==> config.mk <==
export PLATFORM = sky130hd
export DESIGN_NAME = reg_file_sb
export DESIGN_NICKNAME = d
export VERILOG_FILES = /design/src/rtl/regfile_pkg.sv /design/src/rtl/rf_scoreboard.sv /design/src/rtl/reg_file_sb.sv
export SDC_FILE = /design/constraint.sdc
export NUM_CORES = 1
export LEC_CHECK = 0
export BUFFER_PORTS_ARGS = -buffer_cell sky130_fd_sc_hd__buf_2
export CAP_MARGIN = 20
export CORE_ASPECT_RATIO = 1.75
export CORE_MARGIN = 1.5
export CORE_UTILIZATION = 55
export DETAILED_ROUTE_END_ITERATION = 7
export PLACE_DENSITY_LB_ADDON = 0.12
export SLEW_MARGIN = 40
export SYNTH_ARGS = -nofsm -noshare
export SYNTH_HDL_FRONTEND = slang
export SYNTH_SLANG_ARGS = --single-unit
==> constraint.sdc <==
create_clock -name clk -period 2.1 [get_ports clk]
set_input_delay 0.315 -clock clk [delete_from_list [all_inputs] [get_ports clk]]
set_output_delay 0.315 -clock clk [all_outputs]
set_load 0.1 [all_outputs]
==> src/rtl/regfile_pkg.sv <==
// Shared constants, index type and reset-value helper for the register file slice.
// Optional macro REGFILE_R0_ZERO_EN is consumed by the modules that import this package.
package regfile_pkg;

  localparam int unsigned DATA_W_DEF   = 8;
  localparam int unsigned NUM_REGS_DEF = 8;
  localparam int unsigned ADDR_W_DEF   = $clog2(NUM_REGS_DEF);

  typedef logic [ADDR_W_DEF-1:0] reg_idx_t;

  // Reset value of register idx: its own index, or zero when index-reset is off.
  function automatic logic [31:0] rst_val(input int unsigned idx, input logic reset_idx);
    return reset_idx ? 32'(idx) : 32'd0;
  endfunction

endpackage

==> src/rtl/rf_scoreboard.sv <==
// Busy scoreboard for the register file: issue sets, write-back clears, sticky wr_err.
// With REGFILE_R0_ZERO_EN defined, register 0 is never tracked and never flags wr_err.
module rf_scoreboard
  import regfile_pkg::*;
#(
  parameter int unsigned NUM_REGS = NUM_REGS_DEF,
  parameter int unsigned ADDR_W   = $clog2(NUM_REGS)
) (
  input  logic                clk,
  input  logic                reset,
  input  logic                wr_en,
  input  logic [ADDR_W-1:0]   wr_addr,
  input  logic                iss_en,
  input  logic [ADDR_W-1:0]   iss_addr,
  output logic [NUM_REGS-1:0] busy_vec,
  output logic                wr_err
);

  logic [NUM_REGS-1:0] busy_q, busy_d;
  logic                err_q, err_d;
  logic                wr_live;
  logic                iss_live;

`ifdef REGFILE_R0_ZERO_EN
  assign wr_live  = wr_en  && (wr_addr  != '0);
  assign iss_live = iss_en && (iss_addr != '0);
`else
  assign wr_live  = wr_en;
  assign iss_live = iss_en;
`endif

  // Clear before set so a same-index issue in the write-back cycle stays busy.
  always_comb begin
    busy_d = busy_q;
    err_d  = err_q;
    if (wr_live) begin
      if (!busy_q[wr_addr]) begin
        err_d = 1'b1;
      end
      busy_d[wr_addr] = 1'b0;
    end
    if (iss_live) begin
      busy_d[iss_addr] = 1'b1;
    end
  end

  always_ff @(posedge clk) begin
    if (reset) begin
      busy_q <= '0;
      err_q  <= 1'b0;
    end else begin
      busy_q <= busy_d;
      err_q  <= err_d;
    end
  end

  assign busy_vec = busy_q;
  assign wr_err   = err_q;

endmodule

==> src/rtl/reg_file_sb.sv <==
// Parametrised register file with NUM_RD bypassing read ports and a busy scoreboard.
// Define REGFILE_R0_ZERO_EN to hardwire register 0 to zero.
module reg_file_sb
  import regfile_pkg::*;
#(
  parameter int unsigned DATA_W    = DATA_W_DEF,
  parameter int unsigned NUM_REGS  = NUM_REGS_DEF,
  parameter int unsigned ADDR_W    = $clog2(NUM_REGS),
  parameter int unsigned NUM_RD    = 2,
  parameter int unsigned RESET_IDX = 1
) (
  input  logic                     clk,
  input  logic                     reset,
  input  logic [NUM_RD*ADDR_W-1:0] rd_addr,
  output logic [NUM_RD*DATA_W-1:0] rd_data,
  output logic [NUM_RD-1:0]        rd_busy,
  input  logic                     wr_en,
  input  logic [ADDR_W-1:0]        wr_addr,
  input  logic [DATA_W-1:0]        wr_data,
  input  logic                     iss_en,
  input  logic [ADDR_W-1:0]        iss_addr,
  output logic [NUM_REGS-1:0]      busy_vec,
  output logic                     wr_err
);

  logic [DATA_W-1:0] mem_q [NUM_REGS];
  logic [DATA_W-1:0] mem_d [NUM_REGS];
  logic              wr_live;

`ifdef REGFILE_R0_ZERO_EN
  assign wr_live = wr_en && (wr_addr != '0);
`else
  assign wr_live = wr_en;
`endif

  // Register 0 ignores the index-reset option when it is hardwired.
  function automatic logic [DATA_W-1:0] rst_word(input int unsigned idx);
`ifdef REGFILE_R0_ZERO_EN
    if (idx == 0) begin
      return '0;
    end
`endif
    return DATA_W'(rst_val(idx, RESET_IDX != 0));
  endfunction

  rf_scoreboard #(
    .NUM_REGS (NUM_REGS),
    .ADDR_W   (ADDR_W)
  ) u_scoreboard (
    .clk      (clk),
    .reset    (reset),
    .wr_en    (wr_en),
    .wr_addr  (wr_addr),
    .iss_en   (iss_en),
    .iss_addr (iss_addr),
    .busy_vec (busy_vec),
    .wr_err   (wr_err)
  );

  always_comb begin
    mem_d = mem_q;
    if (wr_live) begin
      mem_d[wr_addr] = wr_data;
    end
  end

  always_ff @(posedge clk) begin
    if (reset) begin
      for (int unsigned i = 0; i < NUM_REGS; i++) begin
        mem_q[ADDR_W'(i)] <= rst_word(i);
      end
    end else begin
      mem_q <= mem_d;
    end
  end

  // Per-port read mux: in-flight write-back data wins over stored data and busy state.
  for (genvar p = 0; p < NUM_RD; p++) begin : g_rd
    logic [ADDR_W-1:0] ra;
    logic              hit;

    assign ra  = rd_addr[p*ADDR_W +: ADDR_W];
    assign hit = wr_live && (wr_addr == ra);

    assign rd_data[p*DATA_W +: DATA_W] = hit ? wr_data : mem_q[ra];
    assign rd_busy[p]                  = busy_vec[ra] && !hit;
  end

endmodule

# Word level (Yosys, flattened, before mapping)
# Index checks and enable logic that the tools add are counted.
# Widths: inputs -> output; s select.
[op_classes]
mux = 23
bitwise = 7
n_reduce_logical = 10
order_cmp = 10
eq_ne = 2
[ops]
columns = ["operator", "n"]
rows = [
  ["$mux 8", 9],
  ["$bwmux 64", 1],
  ["$bmux 8 s3", 2],
  ["$demux 8 s3", 1],
  ["$lt 3x4->1 const B", 4],
  ["$ge 4x4->1 const B", 3],
  ["$not 3->4", 3],
  ["$bmux 1 s3", 3],
  ["$and 8x8->8", 1],
  ["$not 8->8", 1],
  ["$or 8x8->8", 1],
  ["$logic_and 1x1->1", 7],
  ["$demux 1 s3", 2],
  ["$eq 3x3->1", 2],
  ["$ge 3x1->1 const B", 2],
  ["$mux 1", 5],
  ["$lt 4x1->1 const B", 1],
  ["$logic_not 1->1", 2],
  ["$reduce_and 2->1", 1],
  ["$not 1->1", 1],
]
[totals]
input_bits = 24
word_cells = 62
ff_bits = 73

# Longest topological paths before layout
# Gate-level depths: netlist of the first run.
[logic_depth]
ltp_word = 9
mapped_depth = 6

# Modules after synthesis
# A second synthesis of the first run with hierarchy kept.
[unflattened]
cells_unflattened = 416
area_unflattened_um2 = 4305.4
[modules_own_cells]
columns = ["module", "n_inst", "cells_each", "seq_area_each_um2", "area_per_inst_um2"]
rows = [
  ["reg_file_sb", 1, 362, 1281.2, 3856.2],
  ["rf_scoreboard", 1, 54, 180.2, 449.2],
]

# Worst setup path before layout of the first run
# OpenSTA, ideal clock, no wires.
[synth_timing]
kind = "flip-flop to output port"
startpoint = "reg u_scoreboard.busy_q[1] (netlist: u_scoreboard.busy_vec[1])"
endpoint = "out rd_busy[0]"
t_required_ps = 1785
setup_slack_ps = -450
path_stages_with_launch = 4
n_path_buf = 0
arrival_time_ps = 2235
path_cell_list = "dfxtp_1 -> mux4_1 -> mux2_2 -> and2_1"
[synth_via]
elab_chain_len = 3
[synth_lines]
columns = ["element", "line_no", "source"]
rows = [
  ["start: declaration", "rf_scoreboard.sv:19", "logic [NUM_REGS-1:0] busy_q, busy_d;"],
  ["start signal: assignment", "rf_scoreboard.sv:52", "busy_q <= busy_d;"],
  ["$bmux 1 s3", "reg_file_sb.sv:86", "assign rd_busy[p] = busy_vec[ra] && !hit;"],
  ["$mux 1 (implied by the code)", "reg_file_sb.sv:86", ""],
  ["$logic_and 1x1->1", "reg_file_sb.sv:86", ""],
  ["end: declaration", "reg_file_sb.sv:16", "output logic [NUM_RD-1:0] rd_busy,"],
]
# Every way passes these cells. The select of a mux whose other input is x is not followed.

# Worst setup path in the final report of the first run
[layout_timing]
startpoint = "reg mem_q[36] in the netlist's numbering"
endpoint = "out rd_data[12]"
[layout_via]
elab_chain_len = 4
[layout_lines]
columns = ["element", "line_no", "source"]
rows = [
  ["start: declaration", "reg_file_sb.sv:26", "logic [DATA_W-1:0] mem_q [NUM_REGS];"],
  ["start signal: indexed assignment", "reg_file_sb.sv:70", "mem_q[ADDR_W'(i)] <= rst_word(i);"],
  ["start signal: assignment", "reg_file_sb.sv:73", "mem_q <= mem_d;"],
  ["$bmux 8 s3", "reg_file_sb.sv:85", "assign rd_data[p*DATA_W +: DATA_W] = hit ? wr_data : mem_q[ra];"],
  ["$mux 8 (implied by the code) (2 in a row)", "reg_file_sb.sv:85", ""],
  ["$mux 8", "reg_file_sb.sv:85", ""],
  ["end: declaration", "reg_file_sb.sv:15", "output logic [NUM_RD*DATA_W-1:0] rd_data,"],
]
# Every way passes these cells. The select of a mux whose other input is x is not followed.

==> impl_metrics.env, run 1 <==
export IMPL_status="finished with violations"
export IMPL_failed_checks="setup timing"
export IMPL_io_pins=51
export IMPL_p_switching_mw=1.11
export IMPL_final_hold_viol_count=0
export IMPL_die_h_um=120
export IMPL_utilization_pct=72.3
export IMPL_top_usage_layer="met2"
export IMPL_synth_seq_area_share_pct=34.1
export IMPL_crit_path_start="mem_q[36]"
export IMPL_regToRegSetupSlack_ns=0.76
export IMPL_period_needed_ns=2.19
export IMPL_insertion_delay_ns=0.33
export IMPL_first_global_vias=3690
export IMPL_slowest_stage="mux4_2"
export IMPL_yosys_warnings=0
export IMPL_multi_input_area_um2=2580
export IMPL_ys_types=34
export IMPL_drt_total_wl_um=13300
export IMPL_h_tree_depth=3
export IMPL_die_area_um2=8350
export IMPL_core_area_um2=7570
export IMPL_vias_per_cell=6.35
export IMPL_synth_edff_count=0
export IMPL_grt_pass1_wl_um=20800
export IMPL_synth_ff_type="dfxtp_1"
export IMPL_hold_path_end="u_scoreboard.busy_vec[7]"
export IMPL_numCtsBuffers=9
export IMPL_async_flop_share_pct=0
export IMPL_netlist_area_um2=4290
export IMPL_gp_congestion=0.860
export IMPL_critPathMaxStageDelay_ns=0.48
export IMPL_wire_per_inst_um=22.8
export IMPL_holdPathStages=3
export IMPL_max_slew_margin_pct=66.7
export IMPL_final_antenna_net_count=0
export IMPL_rsz0062_at_grt="yes"
export IMPL_p_clk_share_pct=39.5
export IMPL_cp_num_buf_inv=1
export IMPL_fillers=575
export IMPL_track_usage_pct=33.2
export IMPL_grt_max_degree=74
export IMPL_holdCritStartpoint="iss_addr[0]"
export IMPL_worst_endpoint_required_ns=1.78
export IMPL_root_buffer="clkbuf_16"
export IMPL_pwr_share_seq_pct=37.8
export IMPL_fmax_mhz=456
export IMPL_cap_violations=0
export IMPL_worst_path_dominant_cell_family="multiplexers"
export IMPL_path_cells="mux4_2, mux2_4, mux2_4, buf_12"
export IMPL_seq_area_um2=1530
export IMPL_worst_slew_pin_slew_ns=0.499
export IMPL_synthCells=426
export IMPL_syn_to_final_growth_pct=27.7
export IMPL_power_frac_comb_pct=22.7
export IMPL_fin_crit_sh_pct=104
export IMPL_cellPowerDensity_nw_per_um2=702
export IMPL_ir_drop_mv=0.579
export IMPL_crit_fanout=3
export IMPL_clk_pin_slew_ns=0.05
export IMPL_path_class="flop to primary output"
export IMPL_antenna_found_initial=0
export IMPL_dpl_cell_area_um2=5010
export IMPL_clk_path_buf_depth=2
export IMPL_rr_worst_depth=4
export IMPL_use_met2_pct=57.5
export IMPL_critPathLaunchType="flop"
export IMPL_dp_hpwl_um=8760
export IMPL_setup_worst_path_end_class="primary output"
export IMPL_switching_share_pct=28.9
export IMPL_drtIter0Drc=308
export IMPL_use_met3_pct=7.39
export IMPL_setup_violations=16
export IMPL_maxSlewViolCount=0
export IMPL_met1_usage_pct=37.4
export IMPL_first_pass_iters=4
export IMPL_rows=42
export IMPL_hold_class="primary input to flop"
export IMPL_drive_gt1_share_pct=46.3
export IMPL_post_place_ws_ns=-0.267
export IMPL_cts_sinks=73
export IMPL_insertedDiodeCount=0
export IMPL_cpMostUsedCell="mux2_4"
export IMPL_die_x_um=69.7
export IMPL_cp_arrival_ns=1.88
export IMPL_final_cell_area_um2=5470
export IMPL_nets=516
export IMPL_p_int_mw=2.73
export IMPL_vias=3717
export IMPL_timing_rr_start="u_scoreboard.busy_vec[3]"
export IMPL_syn_nets=450
export IMPL_fin_ws_ns=-0.0930
export IMPL_start_util_pct=56.6
export IMPL_p_leak_nw=2.16
export IMPL_grt_overflow_total=0
export IMPL_ys_ff_latch=73
export IMPL_drcViolationCount=0
export IMPL_reg2reg_to="u_scoreboard.wr_err"
export IMPL_portBuffers=50
export IMPL_cts_tree="built"
export IMPL_skew_ns=0.00215
export IMPL_syn_area_per_cell_um2=10.1
==> worst register-to-register path: stages, from the launching register on <==
cell and delay [ns]:
dfxtp_4 0.36, buf_4 0.13, mux4_2 0.45, a31o_2 0.25
a21oi_1 0.09
==> per-stage QoR <==
stage,power (mW),instances,TNS (ns),hold slack [ns]
after global placement,2.27,560,-3.36,0.446
after floorplan,2.01,426,-0.301,0.440
after detailed placement,2.28,560,-3.68,0.452
after CTS,3.84,583,-1.22,0.279
final,3.84,585,-1.16,0.287
after global routing,3.95,585,-1.68,0.297
==> worst max-delay path by stage <==
| stage | endpoint | cells past startpoint | slack [ns] |
|---|---|---|---|
| 6_report | rd_data[12] | 4 | -0.09 |
| 5_1_grt | rd_data[12] | 4 | -0.12 |
| 4_1_cts | rd_data[9] | 4 | -0.09 |
| 3_5_place_dp | rd_busy[0] | 6 | -0.27 |
| 3_3_place_gp | rd_busy[1] | 6 | -0.22 |
| 2_1_floorplan | rd_data[10] | 5 | -0.02 |
==> Yosys cell counts, types with 4 or more instances <==
cell | n | area share (%)
nand2_1 | 114 | 10
nand4_1 | 4 | 0.58
dfxtp_1 | 73 | 34
a32oi_1 | 4 | 0.82
buf_2 | 14 | 1.6
xnor2_1 | 6 | 1.2
clkbuf_1 | 24 | 2.1
nor2_1 | 14 | 1.2
mux4_1 | 34 | 21
mux2_2 | 30 | 7.9
nand3b_1 | 11 | 1.9
a21oi_1 | 48 | 5.6
nor2b_1 | 4 | 0.58
mux2_4 | 4 | 1.4
mux2i_1 | 9 | 2.1
==> repair_timing <==
item / CTS / global route
hold buffers: 0 / 0
hold endpoints to repair: 0 / 0
gates cloned: 0 / 0
resized for setup: 104 / 17
setup buffers: 7 / 2
endpoints found under the setup margin: 18 / 18
==> state kept, by name (all words and copies together) (netlist names) <==
signal	flops
u_scoreboard.wr_err	1
u_scoreboard.busy_vec	8
mem_q	64
==> kinds of logic (layout without fill, tap and decap cells) <==
family | count (synthesis) | count (layout) | share of synthesized area, %
DFF | 73 | 73 | 34.1
buffers and inverters | 44 | 115 | 5.14
and+or+nand+nor | 166 | 166 | 18.4
AOI/OAI and AO/OA | 57 | 57 | 7.38
xor gates and xnor gates | 6 | 6 | 1.23
muxes | 80 | 80 | 33.8
==> cell usage in the layout (no fill, tap or decap), drive strengths merged, types with 3 or more instances in the layout <==
cell,synthesis,routed
a21oi,48,48
a32oi,4,4
and4b,3,3
buf,19,98
clkbuf,24,14
dfxtp,73,73
mux2,34,34
mux2i,9,9
mux4,37,37
nand2,114,114
nand3b,11,11
nand4,4,4
nand4b,3,3
nor2,14,14
nor2b,4,4
nor4bb,3,3
xnor2,6,6
==> power groups by stage <==
stage / logic, mW / clock network [mW] / registers, mW
final: 0.872 / 1.52 / 1.45
after global routing: 0.903 / 1.59 / 1.46
after CTS: 0.862 / 1.53 / 1.45
after detailed placement: 0.797 / 0 / 1.48
after global placement: 0.789 / 0 / 1.48
after floorplan: 0.494 / 0 / 1.52
==> routing by layer <==
metal / share of wire, % / vias up
li1: - / 1662
met1: 35 / 1789
met2: 51 / 203
met3: 7.2 / 63
met4: 6.3 / 0
met5: 0 / -
==> layout make-up <==
cell class	instances	share of cell area [%]
tap	88	2.01
clock buffer	14	4.64
clock inverter	2	0.686
sequential	73	27.9
multi-input combinational	309	47.2
timing repair buffer	98	17.5
inverter	1	0.0686
Note: power is estimated with default switching activity, not from simulation.
==> run 2, diff against run 1 <==
==> constraint.sdc (replaced) <==
create_clock -name clk -period 2.5 [get_ports clk]
set_input_delay 0.375 -clock clk [delete_from_list [all_inputs] [get_ports clk]]
set_output_delay 0.375 -clock clk [all_outputs]
set_load 0.1 [all_outputs]
==> run 2 against run 1 <==
The flow now finishes without violations. Sequential share of layout area up 0.47 points. Via count down 4.0%. Clock power fell by 16%. Cell count decreased by 4.4%. Power down 18%.
==> impl_metrics.env, run 2 (same netlist as run 1, synthesis figures left out) <==
export IMPL_first_pass_iters=5
export IMPL_wire_per_inst_um=21.7
export IMPL_critPathLaunchType="primary input"
export IMPL_dp_hpwl_um=7870
export IMPL_whs_ns=0.363
export IMPL_final_antenna_net_count=0
export IMPL_portBuffers=50
export IMPL_cp_arrival_ns=2.06
export IMPL_track_usage_pct=29.8
export IMPL_utilization_pct=68.6
export IMPL_wl_met1_um=4390
export IMPL_clk_path_buf_depth=2
export IMPL_dr_wl_met2_um=6390
export IMPL_setup_worst_path_end_class="primary output"
export IMPL_core_area_um2=7570
export IMPL_first_global_vias=3514
export IMPL_die_x_um=69.7
export IMPL_gp_congestion=0.845
export IMPL_path_class="primary input to primary output"
export IMPL_cts_sinks=73
export IMPL_status="finished clean"
export IMPL_skew_ns=0.00761
export IMPL_cellPowerDensity_nw_per_um2=607
export IMPL_die_h_um=120
export IMPL_antenna_found_initial=0
export IMPL_ir_drop_mv=0.551
export IMPL_drtIter0Drc=235
export IMPL_period_needed_ns=2.44
export IMPL_p_leak_nw=2.13
export IMPL_nets=491
export IMPL_cts_tree="built"
export IMPL_grt_max_degree=74
export IMPL_tns_ns=0
export IMPL_numCtsBuffers=9
export IMPL_maxSlewViolCount=0
export IMPL_clk_pin_slew_ns=0.05
export IMPL_root_buffer="clkbuf_16"
export IMPL_postCtsSetupBuffers=0
export IMPL_drt_total_wl_um=12100
export IMPL_final_cell_mix="nand2_1, dfxtp_1, a21oi_1"
export IMPL_h_tree_depth=3
export IMPL_p_total_mw=3.15
export IMPL_max_slew_margin_pct=60.9
export IMPL_worst_slew_pin_slew_ns=0.583
export IMPL_cap_violations=0
export IMPL_setup_violations=0
export IMPL_rows=42
export IMPL_fin_crit_sh_pct=97.5
export IMPL_rsz0062_at_grt="no"
export IMPL_crit_fanout=14
export IMPL_io_pins=51
export IMPL_final_hold_viol_count=0
export IMPL_hold_class="primary input to flop"
export IMPL_vias=3567
export IMPL_worst_endpoint_required_ns=2.12
export IMPL_ctsResizeCount=0
export IMPL_insertedDiodeCount=0
export IMPL_die_area_um2=8350
export IMPL_grt_pass1_wl_um=18700
export IMPL_syn_to_final_growth_pct=21.0
export IMPL_hold_buffers=0
export IMPL_wl_met3_um=765
export IMPL_insertion_delay_ns=0.33
export IMPL_top_layer="met4"
export IMPL_start_util_pct=56.6
export IMPL_drcViolationCount=0
export IMPL_fmax_mhz=410
export IMPL_grt_overflow_total=0
export IMPL_largest_reg_flops=64
export IMPL_final_common_cell="nand2_1"
export IMPL_top_register="mem_q"
export IMPL_vias_per_cell=6.38
export IMPL_drive_gt1_share_pct=29.1
==> run 2: changes by cell type in the layout (fill, tap and decap cells not counted), sizes merged <==
cell / previous run / this run
buf: 98 / 73
clkinv: 0 / 2
clkinvlp: 1 / 0
clkbuf: 14 / 12
==> run 2: path summary, 6_finish.rpt <==
kind	from	to	slack (ns)	cells after the start
worst max-delay path	rd_addr[0]	rd_data[5]	0.06	6
worst min-delay path	iss_addr[1]	u_scoreboard.busy_vec[6]	0.36	3
worst max register to register	u_scoreboard.busy_vec[7]	u_scoreboard.wr_err	1.28	3
worst min register to register	mem_q[21]	mem_q[21]	0.46	2
==> run 2: stage by stage <==
stage                     instance area [um^2]  setup slack (ns)  instances
after floorplan                           4300             0.200        426
after global placement                    4890            0.0712        544
after detailed placement                  4890            0.0587        544
after CTS                                 5190            0.0576        559
after global routing                      5190            0.0102        559
final                                     5190            0.0637        559
==> run 2: layer usage <==
metal,up-vias,GRT usage (%)
met2,158,53.2
met1,1729,34.5
met4,0,15.4
met5,-,0
met3,44,4.03
li1,1636,-
==> run 2: power breakdown <==
group	internal [mW]	total, mW	switching (mW)	leakage (nW)
clock network	0.818	1.28	0.461	0.148
logic	0.245	0.651	0.406	1.39
registers	1.20	1.22	0.0235	0.596
==> run 2: cell type report <==
class	count	area, um^2
Tap cell	88	110
Timing Repair Buffer	73	696
Inverter	1	3.75
Multi-Input combinational cell	309	2610
Sequential cell	73	1470
Clock buffer	12	256
Clock inverter	3	40.0
Fill cell	600	2380
==> run 2: critical path: stages <==
cell and delay (ns):
buf_2 0.20, buf_12 0.19, mux4_1 0.55, mux2_2 0.27
mux2_2 0.29, buf_12 0.17
